--- src/rtl/mat_accr_pkg.sv ---
// Shared definitions for the matrix accelerator result path: default widths,
// collector FSM state encoding and the buffered AXI-Stream beat layout.
package mat_accr_pkg;

    localparam int DATA_W_DEF = 32;
    localparam int CNT_W_DEF  = 16;

    typedef enum logic [0:0] {
        C_IDLE = 1'b0,
        C_RECV = 1'b1
    } c_state_e;

    typedef struct packed {
        logic                  last;
        logic [DATA_W_DEF-1:0] data;
    } axis_beat_t;

endpackage

--- src/rtl/axis_sync_fifo.sv ---
// Synchronous FIFO with occupancy count, synchronous clear and a registered
// write-ready flag (high whenever the next cycle can take a beat).
module axis_sync_fifo #(
    parameter int WIDTH = 33,
    parameter int DEPTH = 16
) (
    input  logic                   clk,
    input  logic                   rst_n,
    input  logic                   clear,
    input  logic                   push,
    input  logic [WIDTH-1:0]       wdata,
    input  logic                   pop,
    output logic [WIDTH-1:0]       rdata,
    output logic                   ready,
    output logic                   empty,
    output logic [$clog2(DEPTH):0] level
);

    localparam int AW = $clog2(DEPTH);
    localparam int LW = AW + 1;

    logic [WIDTH-1:0] mem [DEPTH];
    logic [AW-1:0]    wr_ptr_q;
    logic [AW-1:0]    rd_ptr_q;
    logic [LW-1:0]    level_q;
    logic [LW-1:0]    level_d;
    logic             ready_q;
    logic             do_push;
    logic             do_pop;

    assign do_push = push && ready_q;
    assign do_pop  = pop && (level_q != '0);

    always_comb begin
        level_d = level_q;
        if (clear) begin
            level_d = '0;
        end else if (do_push && !do_pop) begin
            level_d = level_q + 1'b1;
        end else if (!do_push && do_pop) begin
            level_d = level_q - 1'b1;
        end
    end

    // Pointers are AW bits wide, so the increment wraps modulo DEPTH.
    always_ff @(posedge clk or negedge rst_n) begin
        if (!rst_n) begin
            wr_ptr_q <= '0;
            rd_ptr_q <= '0;
            level_q  <= '0;
            ready_q  <= 1'b0;
        end else begin
            level_q <= level_d;
            ready_q <= (level_d != LW'(DEPTH));
            if (clear) begin
                wr_ptr_q <= '0;
                rd_ptr_q <= '0;
            end else begin
                if (do_push) wr_ptr_q <= wr_ptr_q + 1'b1;
                if (do_pop)  rd_ptr_q <= rd_ptr_q + 1'b1;
            end
        end
    end

    always_ff @(posedge clk) begin
        if (do_push && !clear) mem[wr_ptr_q] <= wdata;
    end

    assign rdata = mem[rd_ptr_q];
    assign ready = ready_q;
    assign empty = (level_q == '0);
    assign level = level_q;

endmodule

--- src/rtl/axis_c_result_collector.sv ---
// Buffers the accelerator C stream, checks frame length against cfg_beats,
// re-emits it with a corrected TLAST and pulses frame-level status.
module axis_c_result_collector
    import mat_accr_pkg::*;
#(
    parameter int DATA_W = DATA_W_DEF,
    parameter int DEPTH  = 16,
    parameter int CNT_W  = CNT_W_DEF
) (
    input  logic                   clk,
    input  logic                   rst_n,
    input  logic [CNT_W-1:0]       cfg_beats,
    input  logic                   clear,
    input  logic                   s_axis_c_tvalid,
    output logic                   s_axis_c_tready,
    input  logic [DATA_W-1:0]      s_axis_c_tdata,
    input  logic                   s_axis_c_tlast,
    output logic                   m_axis_r_tvalid,
    input  logic                   m_axis_r_tready,
    output logic [DATA_W-1:0]      m_axis_r_tdata,
    output logic                   m_axis_r_tlast,
    output logic                   frame_done,
    output logic                   err_early_last,
    output logic                   err_missing_last,
    output logic [$clog2(DEPTH):0] fifo_level,
    output c_state_e               state_dbg
);

    // Both ports transfer on tvalid && tready; the source side offers tready
    // from a register, and anything presented while clear is high is dropped.
    localparam logic [CNT_W-1:0] CNT_MAX = '1;

    c_state_e          state_q, state_d;
    logic [CNT_W-1:0]  cnt_q, cnt_d;
    logic [CNT_W-1:0]  exp_beats_q, exp_beats_d;
    logic [CNT_W-1:0]  beat_idx;
    logic [CNT_W-1:0]  exp_use;
    logic              frame_end;
    logic              early;
    logic              missing;
    logic              s_fire;
    logic              m_fire;
    logic              fifo_ready;
    logic              fifo_empty;
    logic [DATA_W:0]   rd_entry;

    assign s_axis_c_tready = fifo_ready;
    assign s_fire          = s_axis_c_tvalid && fifo_ready && !clear;
    assign m_axis_r_tvalid = !fifo_empty && !clear;
    assign m_fire          = m_axis_r_tvalid && m_axis_r_tready;
    assign m_axis_r_tdata  = m_axis_r_tvalid ? rd_entry[DATA_W-1:0] : '0;
    assign m_axis_r_tlast  = m_axis_r_tvalid && rd_entry[DATA_W];
    assign state_dbg       = state_q;

    axis_sync_fifo #(
        .WIDTH(DATA_W + 1),
        .DEPTH(DEPTH)
    ) u_fifo (
        .clk  (clk),
        .rst_n(rst_n),
        .clear(clear),
        .push (s_fire),
        .wdata({frame_end, s_axis_c_tdata}),
        .pop  (m_fire),
        .rdata(rd_entry),
        .ready(fifo_ready),
        .empty(fifo_empty),
        .level(fifo_level)
    );

    // Frame-end decision for the beat currently offered; only committed on s_fire.
    always_comb begin
        state_d     = state_q;
        cnt_d       = cnt_q;
        exp_beats_d = exp_beats_q;
        early       = 1'b0;
        missing     = 1'b0;
        if (state_q == C_IDLE) begin
            beat_idx = CNT_W'(1);
            exp_use  = cfg_beats;
        end else begin
            beat_idx = (cnt_q == CNT_MAX) ? cnt_q : cnt_q + 1'b1;
            exp_use  = exp_beats_q;
        end
        if (exp_use == '0) begin
            frame_end = s_axis_c_tlast;
        end else begin
            frame_end = s_axis_c_tlast || (beat_idx == exp_use);
            early     = s_axis_c_tlast && (beat_idx < exp_use);
            missing   = !s_axis_c_tlast && (beat_idx == exp_use);
        end
        if (s_fire) begin
            if (state_q == C_IDLE) exp_beats_d = cfg_beats;
            if (frame_end) begin
                state_d = C_IDLE;
                cnt_d   = '0;
            end else begin
                state_d = C_RECV;
                cnt_d   = beat_idx;
            end
        end
        if (clear) begin
            state_d     = C_IDLE;
            cnt_d       = '0;
            exp_beats_d = '0;
        end
    end

    always_ff @(posedge clk or negedge rst_n) begin
        if (!rst_n) begin
            state_q          <= C_IDLE;
            cnt_q            <= '0;
            exp_beats_q      <= '0;
            frame_done       <= 1'b0;
            err_early_last   <= 1'b0;
            err_missing_last <= 1'b0;
        end else begin
            state_q          <= state_d;
            cnt_q            <= cnt_d;
            exp_beats_q      <= exp_beats_d;
            frame_done       <= m_fire && rd_entry[DATA_W];
            err_early_last   <= s_fire && early;
            err_missing_last <= s_fire && missing;
        end
    end

endmodule

--- config.mk ---
export PLATFORM = sky130hd
export DESIGN_NAME = axis_c_result_collector
export DESIGN_NICKNAME = d
export VERILOG_FILES = /design/src/rtl/mat_accr_pkg.sv /design/src/rtl/axis_sync_fifo.sv /design/src/rtl/axis_c_result_collector.sv
export SDC_FILE = /design/constraint.sdc
export NUM_CORES = 1
export LEC_CHECK = 0
export BUFFER_PORTS_ARGS = -buffer_cell sky130_fd_sc_hd__buf_4
export CORE_AREA = 2 2 245 247
export DETAILED_ROUTE_END_ITERATION = 10
export DIE_AREA = 0 0 247 249
export PLACE_DENSITY = 0.55
export SLEW_MARGIN = 20
export SYNTH_ARGS = -nofsm -noshare
export SYNTH_HDL_FRONTEND = slang
export SYNTH_SLANG_ARGS = --single-unit
--- constraint.sdc ---
create_clock -name clk -period 8.3 [get_ports clk]
set_clock_uncertainty 0.2 [all_clocks]
set_input_delay 1.66 -clock clk [delete_from_list [all_inputs] [get_ports clk]]
set_output_delay 1.66 -clock clk [all_outputs]
set_load 0.1 [all_outputs]
==> results of run 1 <==
==> worst max-delay path by stage <==
stage	startpoint	endpoint	slack, ns	depth (start not counted)
4_1_cts	u_fifo.rd_ptr_q[1]$_DFFE_PN0P_	m_axis_r_tdata[17]	2.50	5
5_1_grt	u_fifo.rd_ptr_q[0]$_DFFE_PN0P_	m_axis_r_tlast	2.38	5
2_1_floorplan	clear	m_axis_r_tdata[10]	2.80	4
3_5_place_dp	clear	m_axis_r_tdata[29]	3.02	4
3_3_place_gp	clear	m_axis_r_tdata[2]	3.08	4
6_report	u_fifo.rd_ptr_q[1]$_DFFE_PN0P_	m_axis_r_tdata[17]	2.58	5
==> worst max-delay path: cells and delay by family, from the launching register on <==
| family | cells | cell delay (ns) |
|---|---|---|
| DFF | 1 | 1.11 |
| buffers and inverters | 2 | 0.97 |
| muxes | 2 | 0.96 |
| and+or+nand+nor | 1 | 0.16 |
==> state kept, by name, indices dropped and copies added (netlist names) <==
name / flops
state_dbg: 1
u_fifo.wr_ptr_q: 4
err_missing_last: 1
u_fifo.level: 5
u_fifo.ready: 1
cnt_q: 16
u_fifo.rd_ptr_q: 4
exp_beats_q: 16
u_fifo.mem: 528
frame_done: 1
err_early_last: 1
==> power groups by stage <==
stage	registers [mW]	clock network (mW)	logic, mW
global route	3.30	2.73	1.57
detailed placement	3.35	0	1.50
CTS	3.29	2.61	1.51
finish	3.29	2.55	1.47
floorplan	3.34	0	1.21
global placement	3.35	0	1.50
==> metal layers <==
layer | vias to the layer above | part of all wire [%] | track usage (%)
met4 | 4 | 1.8 | 4.423
met5 | - | 0.060 | 0
li1 | 4966 | - | -
met1 | 6173 | 45 | 24.35
met2 | 278 | 49 | 27.64
met3 | 69 | 4.4 | 2.640
==> logic make-up (layout without fill, tap and decap cells) <==
logic type	after synthesis	count (layout)
AOI/OAI and AO/OA	76	76
xor gates and xnor gates	13	13
adders and majority gates	24	24
buffers and inverters	70	245
DFF	578	578
muxes	184	184
other	0	2
and+or+nand+nor	194	194
==> per-stage QoR <==
stage | hold slack (ns) | utilization, %
after CTS | 0.3756 | 45.76
after detailed placement | 0.3619 | 42.56
final | 0.3720 | 45.78
after global routing | 0.3928 | 45.77
after global placement | 0.3338 | 42.55
after floorplan | 0.3114 | -
==> placed cells by master, fill, tap and decap left out, types with 3 or more instances in the layout <==
master,count
xnor2_1,6
nand3_1,7
nand2b_1,6
buf_4,118
a31oi_1,5
clkbuf_16,61
bufinv_16,3
clkinv_1,17
inv_1,13
a211oi_1,19
dfrtp_1,46
or4_1,4
nor2_1,46
nand2_1,29
and2_2,16
dfrtp_4,3
nor2b_1,36
o21a_1,3
ha_1,24
edfxtp_1,528
nor4_1,8
a22o_1,10
nor3_1,12
mux4_2,165
clkinv_2,7
nand4_1,12
a21oi_1,8
o21ai_0,13
mux2i_1,18
clkbuf_1,20
xor2_1,7
==> final cells by class <==
| class | instances | share of cell area (%) |
|---|---|---|
| inverter | 13 | 0.1816 |
| timing repair buffer | 119 | 3.372 |
| clock buffer | 82 | 6.013 |
| sequential | 578 | 63.73 |
| multi-input combinational | 491 | 22.10 |
| tap | 773 | 3.600 |
| clock inverter | 31 | 0.9874 |
| antenna | 2 | 0.01863 |
==> run_results.csv, run 1 <==
group,metric,value,unit
outcome,outcome,"complete, no violations",
sta,fmax,174.9,MHz
cells_and_area,fin_cells,2089,
placement,place_area,0.02497,mm2
floorplan,die_h,249,um
global_routing,grt_pass1_wl,77.30,mm
floorplan,rows,89,
synth,synth-seq-area-share,73.17,%
synth,synthTopCellsByCount,"edfxtp_1 (528), mux4_2 (165), dfrtp_1 (50)",
synth,yosys.area.top_type_share,67.82,%
worst_setup_path,cp.required,6.44,ns
global_routing,grt_use_total,17.11,%
placement,dp_slack,3.024,ns
worst_setup_path,reg2reg_to,"u_fifo.mem[9][32]$_DFFE_PP_",
sta,tightest_slew,1.058,ns
cts,tritoncts,"done",
placement,gp_congestion,0.7754,
synth,synth_top_cell_by_area,"edfxtp_1",
cts,cts-root-buf,"clkbuf_16",
synth,synth.area.mux_share,16.71,%
cts,insertion_delay,0.64,ns
sta,drv_slew,0,
synth,ys_async_sr_fraction,8.651,%
worst_setup_path,cp.arrival,3.86,ns
global_routing,grt_max_degree,117,
floorplan,start_util,39.84,%
cts,clkTransAtPathRegs,0.06,ns
power,total_power,7.311,mW
worst_setup_path,slowest_stage,"dfrtp_4",
cells_and_area,register_area,0.01712,mm2
sta,final_hold_viol_count,0,
synth,yosysMostFrequentCell,"edfxtp_1",
worst_setup_path,r2r.worst_path.cells,11,
worst_setup_path,r2r-start,"cnt_q[0]$_DFFE_PN0P_",
synth,netlist-cell-type-count,57,
cells_and_area,drive_gt1_share,29.68,%
cts,cts_resized,0,
sta,min_period,5.718,ns
global_routing,grt-ovfl-total,0,
cts,hold_buffers,0,
floorplan,die_w,247,um
synth,synth_area_leaders,"edfxtp_1 (68%), mux4_2 (16%), dfrtp_1 (5.4%), ha_1 (1.3%), nor2b_1 (0.96%)",
placement,dp_hpwl,25.71,mm
power,switching_share,27.80,%
placement,dp.cells,1974,
sta,finalSetupViolCount,0,
worst_setup_path,max_stage_delay,1.11,ns
route,drt-wirelength-per-cell,24.84,um
synth,synth_top_family_by_area,"multiplexers",
cts,cts-htree-levels,2,
floorplan,die-area,0.06150,mm2
cts,cts_max_path_buffers,3,
synth,synthAdderAreaFrac,1.284,%
synth,syn_nets,1217,
cells_and_area,syn2layout_area_growth,14.91,%
worst_setup_path,critPathLaunchType,"flip-flop",
synth,synth-edff-count,528,
synth,synth-xor-area-share,0.4870,%
route,viasPerCell,5.500,
synth,synth_compound_area_share,2.307,%
global_routing,grt_pass1_vias,12040,
sta,fin_ws,2.582,ns
cells_and_area,num-fill-cells,4922,
global_routing,antenna_found_initial,2,
route,drcViolationCount,0,
synth,synthSimpleGateAreaFrac,4.490,%
cts,numCtsBuffers,60,
worst_hold_path,min_path_type,"reg -> reg",
job,maxCapViolCount,0,
sta,fin_crit_sh,68.89,%
synth,ys.flop_type,"edfxtp_1",
power,p_leak,8.606,nW
floorplan,core_region_area,0.05869,mm2
worst_setup_path,critPathKind,"reg -> out",
synth,netlist_area,0.02338,mm2
worst_setup_path,r2r_slack,4.38,ns
cells_and_area,nNetsFinal,1341,
cells_and_area,multi_input_area,0.005937,mm2
sta,slew_headroom,29.49,%
sta,timing.setup.tns,0,ns
power,clkPwrFrac,34.8,%
cts,cts_setup_buffers,0,
worst_hold_path,worstHoldEndpoint,"cnt_q[11]$_DFFE_PN0P_",
route,drt-pass1-iter-count,5,
cts,clock_sinks,578,
worst_hold_path,holdCritStartpoint,"cnt_q[11]$_DFFE_PN0P_",
worst_setup_path,path_max_fanout,63,
power,internal_power,5.278,mW
route,first_iter_violations,870,
power,pwr-share-comb,20.1,%
route,vias,11490,
placement,portBuffers,97,
sta,rsz0062_at_grt,"no",
cells_and_area,fin_area,0.02686,mm2
worst_setup_path,endpoint_kind,"output pin",
power,power_frac_seq,45.0,%
power,powerDensity,272.1,mW/mm2
synth,yosysWarnings,0,
floorplan,io_pins,98,
worst_setup_path,path_cells,"buf_4 -> mux4_2 -> mux4_2 -> nor2b_1 -> buf_4",
route,final_antenna_net_count,0,
synth,synthCells,1139,
worst_hold_path,hold_depth,2,
route,wl,51.90,mm
power,switchingPower,2.032,mW
synth,synth_area_per_cell,20.53,um2
synth,synth_seq_cells,578,
power,vdd_ir_drop_max,0.1964,mV
Note: power is estimated with default switching activity, not from simulation.
==> run 2, diff against run 1 <==
Settings changed: ABC_AREA from default to 1, CORE_AREA 2 2 245 247 to 2 2 249 251, DIE_AREA 0 0 247 249 to 0 0 251 253, PLACE_DENSITY 0.55 to 0.57.
Clock period 8.3 ns to 4.83 ns, I/O delays scaled along.
==> run 2 against run 1 <==
  * Wire length increased by 16%
  * Non-clock buffer count increased by 27
  * Sequential share of layout area decreased by 2.5 points
  * Count of clock-buffer cells in the layout decreased by 17
  * Core utilization about the same
  * Critical path depth increased by 3
  * First-iteration DRC count increased by 43%
  * Sequential power increased by 72%
  * Worst setup slack got worse by 2.3 ns
  * Via count increased by 39%
  * Register-to-register slack got worse by 3.1 ns
  * Largest cell class unchanged
==> run_results.csv, run 2 <==
group,metric,value,unit
synth,synth_top_cell_by_area,"edfxtp_1",
floorplan,core_region_area,0.06103,mm2
global_routing,grt.busiest_layer,"met2",
sta,min_period,4.526,ns
cts,cts_max_path_buffers,3,
global_routing,grt-ovfl-total,0,
sta,finalSetupViolCount,0,
worst_setup_path,critPathKind,"reg -> out",
route,drt-wirelength-per-cell,20.08,um
cts,clock_sinks,578,
synth,yosysWarnings,0,
synth,netlist-cell-type-count,34,
floorplan,die_w,251,um
worst_hold_path,min_path_type,"in -> async",
synth,yosysMostFrequentCell,"edfxtp_1",
cells_and_area,syn2layout_area_growth,15.68,%
synth,yosys.area.top_type_share,65.64,%
synth,ys.flop_type,"edfxtp_1",
sta,slew_headroom,31.84,%
floorplan,die-area,0.06350,mm2
sta,drv_slew,0,
outcome,outcome,"complete, no violations",
global_routing,grtUsageMet2,32.24,%
route,first_iter_violations,1240,
synth,syn_nets,2152,
power,p_leak,10.08,nW
global_routing,grt_pass1_vias,15910,
power,vdd_ir_drop_max,0.2825,mV
placement,dp.cells,2892,
worst_setup_path,path_max_fanout,39,
route,final_antenna_net_count,0,
job,maxCapViolCount,0,
placement,gp_congestion,0.8127,
sta,fmax,220.9,MHz
synth,synth-edff-count,528,
cts,insertion_delay,0.63,ns
route,vias,15940,
worst_setup_path,cp.arrival,3.36,ns
floorplan,io_pins,98,
synth,synth_area_leaders,"edfxtp_1 (66%), nand2_1 (5.3%), dfrtp_1 (5.2%), nor2_1 (4.2%), o21ai_0 (2.8%)",
cts,tritoncts,"done",
worst_setup_path,critPathLaunchType,"flip-flop",
route,wl,60.31,mm
cells_and_area,final_common_cell,"edfxtp_1",
cells_and_area,largest_reg_flops,528,
global_routing,grt_use_met1,25.33,%
worst_setup_path,cp.required,3.66,ns
floorplan,die_h,253,um
route,drt-pass1-iter-count,5,
floorplan,rows,91,
sta,timing.setup.tns,0,ns
cells_and_area,fin_cells,3004,
cts,cts-htree-levels,2,
synth,netlist_area,0.02415,mm2
route,viasPerCell,5.307,
cells_and_area,layout_common_cells,"edfxtp_1 (528), nand2_1 (342), nor2_1 (268)",
synth,synth-seq-area-share,70.82,%
synth,synth_seq_cells,578,
global_routing,antenna_found_initial,0,
sta,fin_crit_sh,93.71,%
worst_setup_path,endpoint_kind,"output pin",
global_routing,grt_max_degree,128,
synth,ys_async_sr_fraction,8.651,%
cells_and_area,nNetsFinal,2242,
synth,synth_area_per_cell,11.65,um2
sta,final_hold_viol_count,0,
synth,synthCells,2074,
floorplan,start_util,39.58,%
global_routing,use_met3,2.488,%
power,powerDensity,436.3,mW/mm2
sta,rsz0062_at_grt,"no",
cells_and_area,largest_registers,"u_fifo.mem (528), cnt_q (16), exp_beats_q (16)",
sta,tightest_slew,1.020,ns
cts,numCtsBuffers,59,
placement,portBuffers,97,
global_routing,grt_use_total,19.04,%
cells_and_area,max_flop_register,"u_fifo.mem",
route,drcViolationCount,0,
synth,synthTopCellsByCount,"edfxtp_1 (528), nand2_1 (343), nor2_1 (273)",
sta,fin_ws,0.3038,ns
placement,dp_hpwl,33.53,mm
cts,cts-root-buf,"clkbuf_16",
cts,clkTransAtPathRegs,0.07,ns
global_routing,grt_pass1_wl,93.30,mm
cells_and_area,antenna_cells,0,
placement,dp_slack,0.8180,ns
cells_and_area,drive_gt1_share,13.14,%
==> run 2: final cells by class <==
cell class | count | area (um2)
multi-input cells | 1239 | 6077
flip-flops and latches | 578 | 17110
clock buffers | 65 | 1541
clock inverters | 46 | 528.0
fillers | 5530 | 33090
well taps | 790 | 988.4
repair buffers | 146 | 1162
inverters | 140 | 530.5
==> run 2: worst max-delay path, stage by stage (launching register included) <==
cell and delay (ns):
dfrtp_4 0.69, nand2_2 0.38, inv_2 0.41, o211ai_1 0.23
nand2_1 0.07, a31oi_1 0.19, nand2_1 0.08, a21oi_1 0.32
buf_4 0.36
==> run 2: logic make-up (layout without fill, tap and decap cells) <==
group	Yosys count	count (layout)	synth area share, %
AND/OR/NAND/NOR	785	785	13.43
flip-flops	578	578	70.82
AO/OA/AOI/OAI	424	424	9.857
buffers and inverters	257	397	4.434
adder cells (fa/ha/maj)	24	24	1.243
XOR/XNOR	6	6	0.2176
==> run 2: routing by layer <==
| metal | share of wire, % | up-vias | wire (um) |
|---|---|---|---|
| met5 | 0 | - | 0 |
| met3 | 5.1 | 110 | 3080 |
| met2 | 48 | 439 | 29180 |
| met1 | 44 | 7855 | 26370 |
| li1 | - | 7539 | - |
| met4 | 2.8 | 0 | 1679 |
==> run 2: worst paths after layout <==
path	from	to	slack, ns	cells after the start
hold / removal	rst_n	cnt_q[11]$_DFFE_PN0P_	0.19	1
hold reg to reg	exp_beats_q[10]$_DFFE_PN0P_	exp_beats_q[10]$_DFFE_PN0P_	0.29	2
setup / recovery	u_fifo.rd_ptr_q[1]$_DFFE_PN0P_	m_axis_r_tdata[29]	0.30	8
setup reg to reg	cnt_q[0]$_DFFE_PN0P_	u_fifo.mem[7][32]$_DFFE_PP_	1.31	14
min in group clk	exp_beats_q[10]$_DFFE_PN0P_	exp_beats_q[10]$_DFFE_PN0P_	0.29	2
max in group asynchronous	rst_n	u_fifo.rd_ptr_q[0]$_DFFE_PN0P_	3.67	1
==> run 2: what timing repair did <==
action | in CTS | in global routing
resized for setup | 0 | 1
hold buffers | 0 | 0
buffers inserted | 0 | 1
endpoints found under the setup margin | 0 | 3
==> run 2: metrics by stage <==
stage	cell area (um2)	util (%)	total power, mW	hold slack [ns]
5_1_grt	27940	45.78	12.63	0.2372
6_report	27940	45.78	12.19	0.1931
4_1_cts	27920	45.75	12.29	0.1863
2_1_floorplan	24150	-	6.947	0.2529
3_3_place_gp	25850	42.35	7.432	0.2709
3_5_place_dp	25850	42.35	7.453	0.2736
==> run 2: where the power goes <==
group	internal (mW)	switching (mW)	total, mW
Clock	2.93	1.92	4.84
Combinational	0.405	1.27	1.68
Sequential	5.59	0.0799	5.67
Total	8.92	3.27	12.2
